==> config.mk <==
export PLATFORM = sky130hd
export DESIGN_NAME = imem_loader
export DESIGN_NICKNAME = d
export VERILOG_FILES = /design/src/rtl/imem_pkg.sv /design/src/rtl/imem_byte_packer.sv /design/src/rtl/imem_loader.sv
export SDC_FILE = /design/constraint.sdc
export NUM_CORES = 1
export LEC_CHECK = 0
export BUFFER_PORTS_ARGS = -buffer_cell sky130_fd_sc_hd__buf_2
export CORE_ASPECT_RATIO = 1.2
export CORE_MARGIN = 2
export CORE_UTILIZATION = 25
export CTS_CLUSTER_SIZE = 12
export DETAILED_ROUTE_END_ITERATION = 8
export SLEW_MARGIN = 10
export SYNTH_ARGS = -nofsm -noshare
export SYNTH_HDL_FRONTEND = slang
export SYNTH_SLANG_ARGS = --single-unit
export TNS_END_PERCENT = 20
==> constraint.sdc <==
create_clock -name clk -period 1.8 [get_ports clk]
set_input_delay 0.09 -clock clk [delete_from_list [all_inputs] [get_ports clk]]
set_output_delay 0.09 -clock clk [all_outputs]
set_load 0.02 [all_outputs]
==> src/rtl/imem_pkg.sv <==
// imem_pkg: constants and loader state type shared by the instruction memory
// and its write-side loader.
package imem_pkg;

  localparam int INST_WIDTH     = 32;
  localparam int ADDR_WIDTH     = 8;
  localparam int BYTE_WIDTH     = 8;
  localparam int MEM_DEPTH      = 1 << ADDR_WIDTH;
  localparam int COUNT_WIDTH    = ADDR_WIDTH + 1;  // 0..MEM_DEPTH words
  localparam int BYTES_PER_WORD = INST_WIDTH / BYTE_WIDTH;

  typedef enum logic [2:0] {
    ST_IDLE,
    ST_COLLECT,
    ST_WRITE,
    ST_CHECK,
    ST_DONE
  } loader_state_e;

endpackage

==> src/rtl/imem_byte_packer.sv <==
// imem_byte_packer: assembles BYTES stream beats into one little-endian word.
// The first accepted beat lands in the lowest byte lane. word/word_valid are
// presented combinationally in the cycle the final beat is accepted, so the
// owner can register the complete word on that same edge. BYTES must be >= 2.
module imem_byte_packer #(
  parameter int BYTE_W = 8,
  parameter int BYTES  = 4
) (
  input  logic                    clk,
  input  logic                    rst_n,
  input  logic                    clear,
  input  logic                    byte_valid,
  input  logic [BYTE_W-1:0]       byte_in,
  output logic [BYTE_W*BYTES-1:0] word,
  output logic                    word_valid
);

  localparam int WORD_W = BYTE_W * BYTES;
  localparam int CNT_W  = $clog2(BYTES);
  localparam logic [CNT_W-1:0] LAST_IDX = CNT_W'(BYTES - 1);

  logic [WORD_W-1:0] shreg_q, shreg_d;
  logic [CNT_W-1:0]  cnt_q, cnt_d;

  // New beats enter at the top and older ones shift down, so after BYTES
  // beats the first one sits in the lowest lane.
  assign word       = {byte_in, shreg_q[WORD_W-1:BYTE_W]};
  assign word_valid = byte_valid && (cnt_q == LAST_IDX);

  // Next-state: clear drops any partial word and wins over a beat in the same cycle.
  always_comb begin
    // NOTE: defaults first so every path assigns every _d; nothing can infer a latch.
    shreg_d = shreg_q;
    cnt_d   = cnt_q;
    if (clear) begin
      cnt_d = '0;
    end else if (byte_valid) begin
      shreg_d = word;
      cnt_d   = cnt_q + CNT_W'(1);  // wraps to 0 after the last beat
    end
  end

  // State registers.
  always_ff @(posedge clk or negedge rst_n) begin
    // NOTE: non-blocking assignments in clocked blocks, so every flop samples pre-edge values.
    if (!rst_n) begin
      shreg_q <= '0;
      cnt_q   <= '0;
    end else begin
      shreg_q <= shreg_d;
      cnt_q   <= cnt_d;
    end
  end

endmodule

==> src/rtl/imem_loader.sv <==
// imem_loader: byte-stream to IMEM write-port loader. Packs four accepted
// bytes little-endian into one instruction word, writes it at an incrementing
// (wrapping) word address, and holds the core stalled while busy.
// Optional feature: define IMEM_LOAD_CHECKSUM_EN to append a 4-byte
// little-endian checksum (32-bit sum of all written words) to every load.
module imem_loader
  import imem_pkg::*;
(
  input  logic                   clk,
  input  logic                   rst_n,
  input  logic                   start,
  input  logic [ADDR_WIDTH-1:0]  base_addr,
  input  logic [COUNT_WIDTH-1:0] word_count,
  input  logic                   abort,
  input  logic [BYTE_WIDTH-1:0]  in_data,
  input  logic                   in_valid,
  output logic                   in_ready,
  output logic                   mem_we,
  output logic [ADDR_WIDTH-1:0]  mem_waddr,
  output logic [INST_WIDTH-1:0]  mem_wdata,
  output logic                   busy,
  output logic                   cpu_hold,
  output logic                   done,
  output logic                   err
);

  loader_state_e          state_q, state_d;
  logic [ADDR_WIDTH-1:0]  addr_q, addr_d;
  logic [COUNT_WIDTH-1:0] remaining_q, remaining_d;
  logic                   in_ready_q, in_ready_d;
  logic                   mem_we_q, mem_we_d;
  logic [INST_WIDTH-1:0]  mem_wdata_q, mem_wdata_d;
  logic                   busy_q, busy_d;
  logic                   done_q, done_d;
  logic                   err_q, err_d;
`ifdef IMEM_LOAD_CHECKSUM_EN
  logic [INST_WIDTH-1:0]  sum_q, sum_d;
`endif

  logic                  pack_clear;
  logic                  byte_fire;
  logic [INST_WIDTH-1:0] pack_word;
  logic                  pack_word_valid;

  assign byte_fire = in_valid && in_ready_q;

  imem_byte_packer #(
    .BYTE_W (BYTE_WIDTH),
    .BYTES  (BYTES_PER_WORD)
  ) u_packer (
    .clk        (clk),
    .rst_n      (rst_n),
    .clear      (pack_clear),
    .byte_valid (byte_fire),
    .byte_in    (in_data),
    .word       (pack_word),
    .word_valid (pack_word_valid)
  );

  // Next-state and next-output logic; every output is registered, so each
  // transition also sets the output values seen in the destination state.
  always_comb begin
    state_d     = state_q;
    addr_d      = addr_q;
    remaining_d = remaining_q;
    in_ready_d  = 1'b0;
    mem_we_d    = 1'b0;
    mem_wdata_d = mem_wdata_q;
    busy_d      = busy_q;
    done_d      = 1'b0;
    err_d       = err_q;
    pack_clear  = 1'b0;
`ifdef IMEM_LOAD_CHECKSUM_EN
    sum_d       = sum_q;
`endif

    case (state_q)
      ST_IDLE: begin
        // abort is meaningless here, so start wins when both arrive together
        if (start) begin
          addr_d      = base_addr;
          remaining_d = word_count;
          err_d       = 1'b0;
          busy_d      = 1'b1;
          pack_clear  = 1'b1;
`ifdef IMEM_LOAD_CHECKSUM_EN
          sum_d       = '0;
`endif
          if (word_count == '0) begin
`ifdef IMEM_LOAD_CHECKSUM_EN
            state_d    = ST_CHECK;
            in_ready_d = 1'b1;
`else
            state_d = ST_DONE;
            done_d  = 1'b1;
`endif
          end else begin
            state_d    = ST_COLLECT;
            in_ready_d = 1'b1;
          end
        end
      end

      ST_COLLECT: begin
        // abort beats a completing word: the partial word is dropped unwritten
        if (abort) begin
          state_d    = ST_DONE;
          done_d     = 1'b1;
          err_d      = 1'b1;
          pack_clear = 1'b1;
        end else if (pack_word_valid) begin
          state_d     = ST_WRITE;
          mem_we_d    = 1'b1;
          mem_wdata_d = pack_word;
`ifdef IMEM_LOAD_CHECKSUM_EN
          sum_d       = sum_q + pack_word;
`endif
        end else begin
          in_ready_d = 1'b1;
        end
      end

      ST_WRITE: begin
        // The write strobe is already on the port; an abort here only redirects afterwards.
        addr_d      = addr_q + ADDR_WIDTH'(1);
        remaining_d = remaining_q - COUNT_WIDTH'(1);
        if (abort) begin
          state_d = ST_DONE;
          done_d  = 1'b1;
          err_d   = 1'b1;
        end else if (remaining_q == COUNT_WIDTH'(1)) begin
`ifdef IMEM_LOAD_CHECKSUM_EN
          state_d    = ST_CHECK;
          in_ready_d = 1'b1;
`else
          state_d = ST_DONE;
          done_d  = 1'b1;
`endif
        end else begin
          state_d    = ST_COLLECT;
          in_ready_d = 1'b1;
        end
      end

`ifdef IMEM_LOAD_CHECKSUM_EN
      ST_CHECK: begin
        if (abort) begin
          state_d    = ST_DONE;
          done_d     = 1'b1;
          err_d      = 1'b1;
          pack_clear = 1'b1;
        end else if (pack_word_valid) begin
          state_d = ST_DONE;
          done_d  = 1'b1;
          if (pack_word != sum_q) err_d = 1'b1;
        end else begin
          in_ready_d = 1'b1;
        end
      end
`endif

      ST_DONE: begin
        // The load has already ended; a late abort has nothing left to cancel.
        state_d = ST_IDLE;
        busy_d  = 1'b0;
      end

      default: begin
        state_d = ST_IDLE;
        busy_d  = 1'b0;
      end
    endcase
  end

  // State and registered outputs; reset discards any load in progress.
  always_ff @(posedge clk or negedge rst_n) begin
    if (!rst_n) begin
      state_q     <= ST_IDLE;
      addr_q      <= '0;
      remaining_q <= '0;
      in_ready_q  <= 1'b0;
      mem_we_q    <= 1'b0;
      mem_wdata_q <= '0;
      busy_q      <= 1'b0;
      done_q      <= 1'b0;
      err_q       <= 1'b0;
`ifdef IMEM_LOAD_CHECKSUM_EN
      sum_q       <= '0;
`endif
    end else begin
      state_q     <= state_d;
      addr_q      <= addr_d;
      remaining_q <= remaining_d;
      in_ready_q  <= in_ready_d;
      mem_we_q    <= mem_we_d;
      mem_wdata_q <= mem_wdata_d;
      busy_q      <= busy_d;
      done_q      <= done_d;
      err_q       <= err_d;
`ifdef IMEM_LOAD_CHECKSUM_EN
      sum_q       <= sum_d;
`endif
    end
  end

  assign in_ready  = in_ready_q;
  assign mem_we    = mem_we_q;
  assign mem_waddr = addr_q;
  assign mem_wdata = mem_wdata_q;
  assign busy      = busy_q;
  assign cpu_hold  = busy_q;
  assign done      = done_q;
  assign err       = err_q;

endmodule

==> Word level (Yosys, flattened, before mapping) <==
Cells that the tools add are included.
{ "op_classes": {"n_reduce_logical": 14, "n_bitwise": 3, "add_sub_neg": 3, "eq_ne": 7, "muxes": 36} }
{ "op_table": {"columns": ["op", "count"], "rows": [
  ["1-bit 2-to-1 mux", 18],
  ["3-bit 2-to-1 mux", 6],
  ["9-bit case mux with 2 select lines", 1],
  ["8-bit case mux with 2 select lines", 1],
  ["9-bit by 1-bit equality test with 1-bit output, second input constant", 1],
  ["9-bit logical NOT", 1],
  ["9-bit 2-to-1 mux", 1],
  ["3-bit case mux with 3 select lines", 1],
  ["9-bit by 1-bit subtractor with 9-bit output, second input constant", 1],
  ["8-bit by 1-bit adder with 8-bit output, second input constant", 1],
  ["8-bit 2-to-1 mux", 1],
  ["2-bit AND reduction", 4],
  ["1-bit case mux with 2 select lines", 3],
  ["1-bit case mux with 3 select lines", 2],
  ["3-bit AND reduction", 2],
  ["2-bit nonzero test", 3],
  ["2-bit 2-to-1 mux", 2],
  ["3-bit by 1-bit equality test with 1-bit output, second input constant", 1],
  ["3-bit by 2-bit equality test with 1-bit output, second input constant", 1],
  ["3-bit logical NOT", 1],
  ["3-bit inequality test, second input constant", 1],
  ["1-bit NOT", 3],
  ["2-bit by 1-bit adder with 2-bit output, second input constant", 1],
  ["2-bit equality test, second input constant", 1],
  ["4 further kinds", 5]
]} }
{ "totals": {"out_inout_bits": 46, "word_cells": 74, "regBits": 91} }

==> Longest topological paths before layout <==
{ "logic_depth": {"ltp_word": 5, "depth_mapped": 6} }

==> Cells and area by module <==
Synthesis repeated with hierarchy kept, for this count alone.
{ "unflattened": {"hier_cells": 279, "area_unflattened_um2": 3712.3} }
{ "modules_own_cells": {"columns": ["module", "cells_each", "area_each_um2", "instances"], "rows": [
  ["imem_loader", 211, 2544.9, 1],
  ["imem_byte_packer", 68, 1167.4, 1]
]} }

==> Least setup slack after synthesis <==
OpenSTA, ideal clock, no wires.
{ "synth_timing": {"path_kind": "register -> register", "startpoint": "register state_q[2]", "endpoint": "register mem_wdata_q[10] (netlist: mem_wdata[10])", "path_slack_ns": 0.161, "required_ns": 1.675, "path_stages_with_launch": 7, "setup_ns": 0.125, "n_path_buf": 3, "arrival_ns": 1.514, "cell_sequence": "dfrtp_1 buf_6 nor4b_4 and2b_1 buf_4 buf_6 mux2_2"} }
{ "synth_via": {"elab_chain_cells": 2} }
{ "synth_lines": {"columns": ["item", "line", "rtl"], "rows": [
  ["from (decl)", "imem_loader.sv:27", "loader_state_e state_q, state_d;"],
  ["from (signal assigned)", "imem_loader.sv:191", "state_q <= state_d;"],
  ["3-bit by 1-bit equality test with 1-bit output", "imem_loader.sv:77", "case (state_q)"],
  ["3-bit AND reduction (no line)", null, null],
  ["to (signal assigned)", "imem_loader.sv:196", "mem_wdata_q <= mem_wdata_d;"],
  ["to (decl)", "imem_loader.sv:32", "logic [INST_WIDTH-1:0] mem_wdata_q, mem_wdata_d;"]
]} }
No other way between the ends.
A chain may end at the register's enable or synchronous reset.

==> Worst setup path in the final report <==
{ "layout_timing": {"startpoint": "register state_q[2]", "endpoint": "register mem_wdata_q[11] (netlist: mem_wdata[11])"} }
The elaborated chain is that of the path after synthesis.

==> metrics.txt <==
status=complete, no violations; 1st-iter DRT viols=135; Die ar.=15500 um2; Synth Area in Adders=0.0138; RSZ-0062 raised after global routing=no; initial antenna violation count=0; Worst EP arrival=1.93 ns; first-pass GRT wire length=12600 um; crit path kind=reg2reg; antenna viol nets, final=0; NumNets Final=406; Clock Latency Late Sink=0.34 ns; WL final=7540 um; Multi-input gate area=1400 um2; worst path bufs/invs=1; skew final=0.00612 ns; DR vias=2525; CTS clock-pin slew for the worst setup and hold paths=0.06 ns; switching pwr=1.90 mW; Yosys warning total=0; P_int=4.23 mW; clock sinks=83; Post-Syn Instances=271; routed len/inst=13.7 um; Layout Area Growth over Synthesis=29.1%; crit path time final=1.71 ns; sequential fraction of the synthesis area=0.573; max-cap check violation count=0; # setup viols final=0; Initial Util=0.254; Hold Vio Cnt, Final=0; Sw Share=0.310; P per Cell Area=1310 nW/um2; Fmax=0.586 GHz; Longest Clk Path Bufs=2; Mapped Avg Cell Area=13.4 um2; count of cell types in the netlist=43; Non-Filler Instances=552; Reg power frac=0.457; Mapped Area=3630 um2; DR pass1 iterations=4; CP peak stage delay=0.46 ns; clock network power share=0.301; CP Capture Type=register; I/O pin cnt=76; Slowest-stage cell, CP=dfrtp_1; Worst-Margin Slew=0.432 ns; slew margin rel.=0.712; grt total ovfl=0; hpwl dp=5230 um; Placer Congestion=0.776; XOR/XNOR Fraction of Synth Area=0.00483; CP required=2.02 ns; htree depth=3; period utilisation layout=0.948; VDD IR-drop max=669 uV; vias in the first global route=2582; Simple-Gate Fraction of Synth Area=0.110; critical path cell sequence=nor4b_4, and2b_1, buf_12, mux2_2; EDFF count, synth=0; dominant delay contributor by cell family on the critical path=simple AND/OR/NAND/NOR gates; row count=48; Pleak=2.26 nW; Max Slew Vio Count=0; Post-Route Setup TNS=0 ns; largest net degree at the start of global routing=51; Compound-Gate Fraction of Synth Area=0.0800; mux contribution to synthesized area=0.177; ant diodes=0; vias per cell=4.57; register area=2080 um2; CP Max Fanout=33; asr flop ratio synth=1.00; die height=136 um; Post-synth top flop=dfrtp_1; core outline area=14300 um2; logic gate share of total power=0.241; CTS tree=built; Hold Slack=0.0102 ns; Overall Global Routing Usage=0.104; Die W=114 um; setup repair bufs after CTS=0; Port Buffers=75; #FFs+latches synth=83; cell total after placement=520; crit start category=register; number of fill cells=1439; number of CTS-inserted buffers=9; CTS root buffer=clkbuf_16; DRC=0; Mapped Nets=305; share of layout cells above drive strength 1=0.456; Min-Delay Path Class=in2reg; largest family of logic cells by synthesized area=multiplexers
cell type report:
type / instances / share of cell area
Clock buffer: 10 / 0.0510
Clock inverter: 6 / 0.0136
Inverter: 3 / 0.00240
Multi-Input combinational cell: 171 / 0.299
Sequential cell: 83 / 0.444
Tap cell: 175 / 0.0468
Timing Repair Buffer: 104 / 0.144
final timing paths:
path	from	end	slack, ns	cells after the start
max reg2reg	state_q[2]$_DFFE_PN0P_	mem_wdata[11]$_DFFE_PN0P_	0.09	4
max in group asynchronous	rst_n	state_q[1]$_DFFE_PN0P_	0.93	3
max	state_q[2]$_DFFE_PN0P_	mem_wdata[11]$_DFFE_PN0P_	0.09	4
min in group asynchronous	rst_n	mem_wdata[27]$_DFFE_PN0P_	0.25	2
min reg2reg	remaining_q[7]$_DFFE_PN0P_	remaining_q[7]$_DFFE_PN0P_	0.50	1
min	in_data[6]	u_packer.shreg_q[30]$_DFFE_PN0P_	0.01	2
metrics by stage:
stage / total power [mW] / util / worst slack (ns) / cell area (um2)
floorplan: 3.81 / - / 0.161 / 3630
global placement: 4.24 / 0.295 / 0.115 / 4220
detailed placement: 4.31 / 0.295 / 0.0839 / 4220
CTS: 6.23 / 0.328 / 0.0656 / 4680
global route: 6.52 / 0.328 / 0.00165 / 4680
finish: 6.14 / 0.328 / 0.0940 / 4680
registers in the layout, summed over array words and instances, names as in the netlist, 2 cells and up:
register and flops:
mem_waddr 8, mem_wdata 32, remaining_q 9, state_q 3
u_packer.cnt_q 2, u_packer.shreg_q 24
metal layers:
layer	part of all wire	global-route usage	vias up
li1	-	-	1186
met2	0.48	0.171	83
met1	0.44	0.126	1241
met3	0.055	0.0294	15
met5	0	0	-
met4	0.022	0.0495	0
synthesized netlist by cell type, types with 2 or more instances:
master | instances | share of area
nor2_1 | 15 | 0.016
nor4b_4 | 3 | 0.020
a22oi_1 | 2 | 0.0041
o21ai_0 | 5 | 0.0069
inv_1 | 3 | 0.0031
buf_4 | 3 | 0.0062
ha_1 | 4 | 0.014
mux2_2 | 56 | 0.17
nand3_1 | 11 | 0.015
a221o_1 | 2 | 0.0055
a211oi_1 | 5 | 0.010
o211ai_1 | 2 | 0.0041
and3_1 | 4 | 0.0069
buf_6 | 10 | 0.031
a21oi_1 | 8 | 0.011
dfrtp_1 | 83 | 0.57
o311ai_1 | 3 | 0.0072
o211ai_2 | 2 | 0.0069
nor2b_1 | 2 | 0.0034
xor2_1 | 2 | 0.0048
nand2_1 | 20 | 0.021
nor3_1 | 4 | 0.0055
nor4_1 | 2 | 0.0034
cells in the final DEF, fill, tap and decap left out, types with 3 or more instances in the layout:
master and instances:
mux2_2 56, ha_1 4, inv_1 3, nor3_1 4
a21oi_1 8, o21ai_0 5, nand2_1 20, o311ai_1 3
buf_2 74, nor2_1 15, nand3_1 11, dlygate4sd3_1 16
clkbuf_16 9, a211oi_1 5, buf_4 11, nor4b_4 3
buf_12 3, dfrtp_1 82, and3_1 4
power groups by stage:
| stage | registers, mW | logic, mW | clock network (mW) |
|---|---|---|---|
| floorplan | 2.87 | 0.942 | 0 |
| global placement | 2.81 | 1.44 | 0 |
| detailed placement | 2.84 | 1.47 | 0 |
| CTS | 2.81 | 1.51 | 1.91 |
| global route | 2.89 | 1.64 | 1.99 |
| finish | 2.80 | 1.48 | 1.85 |
logic make-up (layout without fill, tap and decap cells):
logic type,after synthesis,after routing
compound gates,39,39
buf+inv,17,123
xor+xnor,2,2
flops,83,83
fa+ha+maj,4,4
simple gates,69,69
mux,57,57
repair_timing:
| action | CTS | global route |
|---|---|---|
| gates resized for setup | 0 | 1 |
| hold buffers | 16 | 0 |
| endpoints found under the setup margin | 0 | 4 |
| hold endpoints to repair | 54 | 0 |
Power figures use the tool's default switching activity.
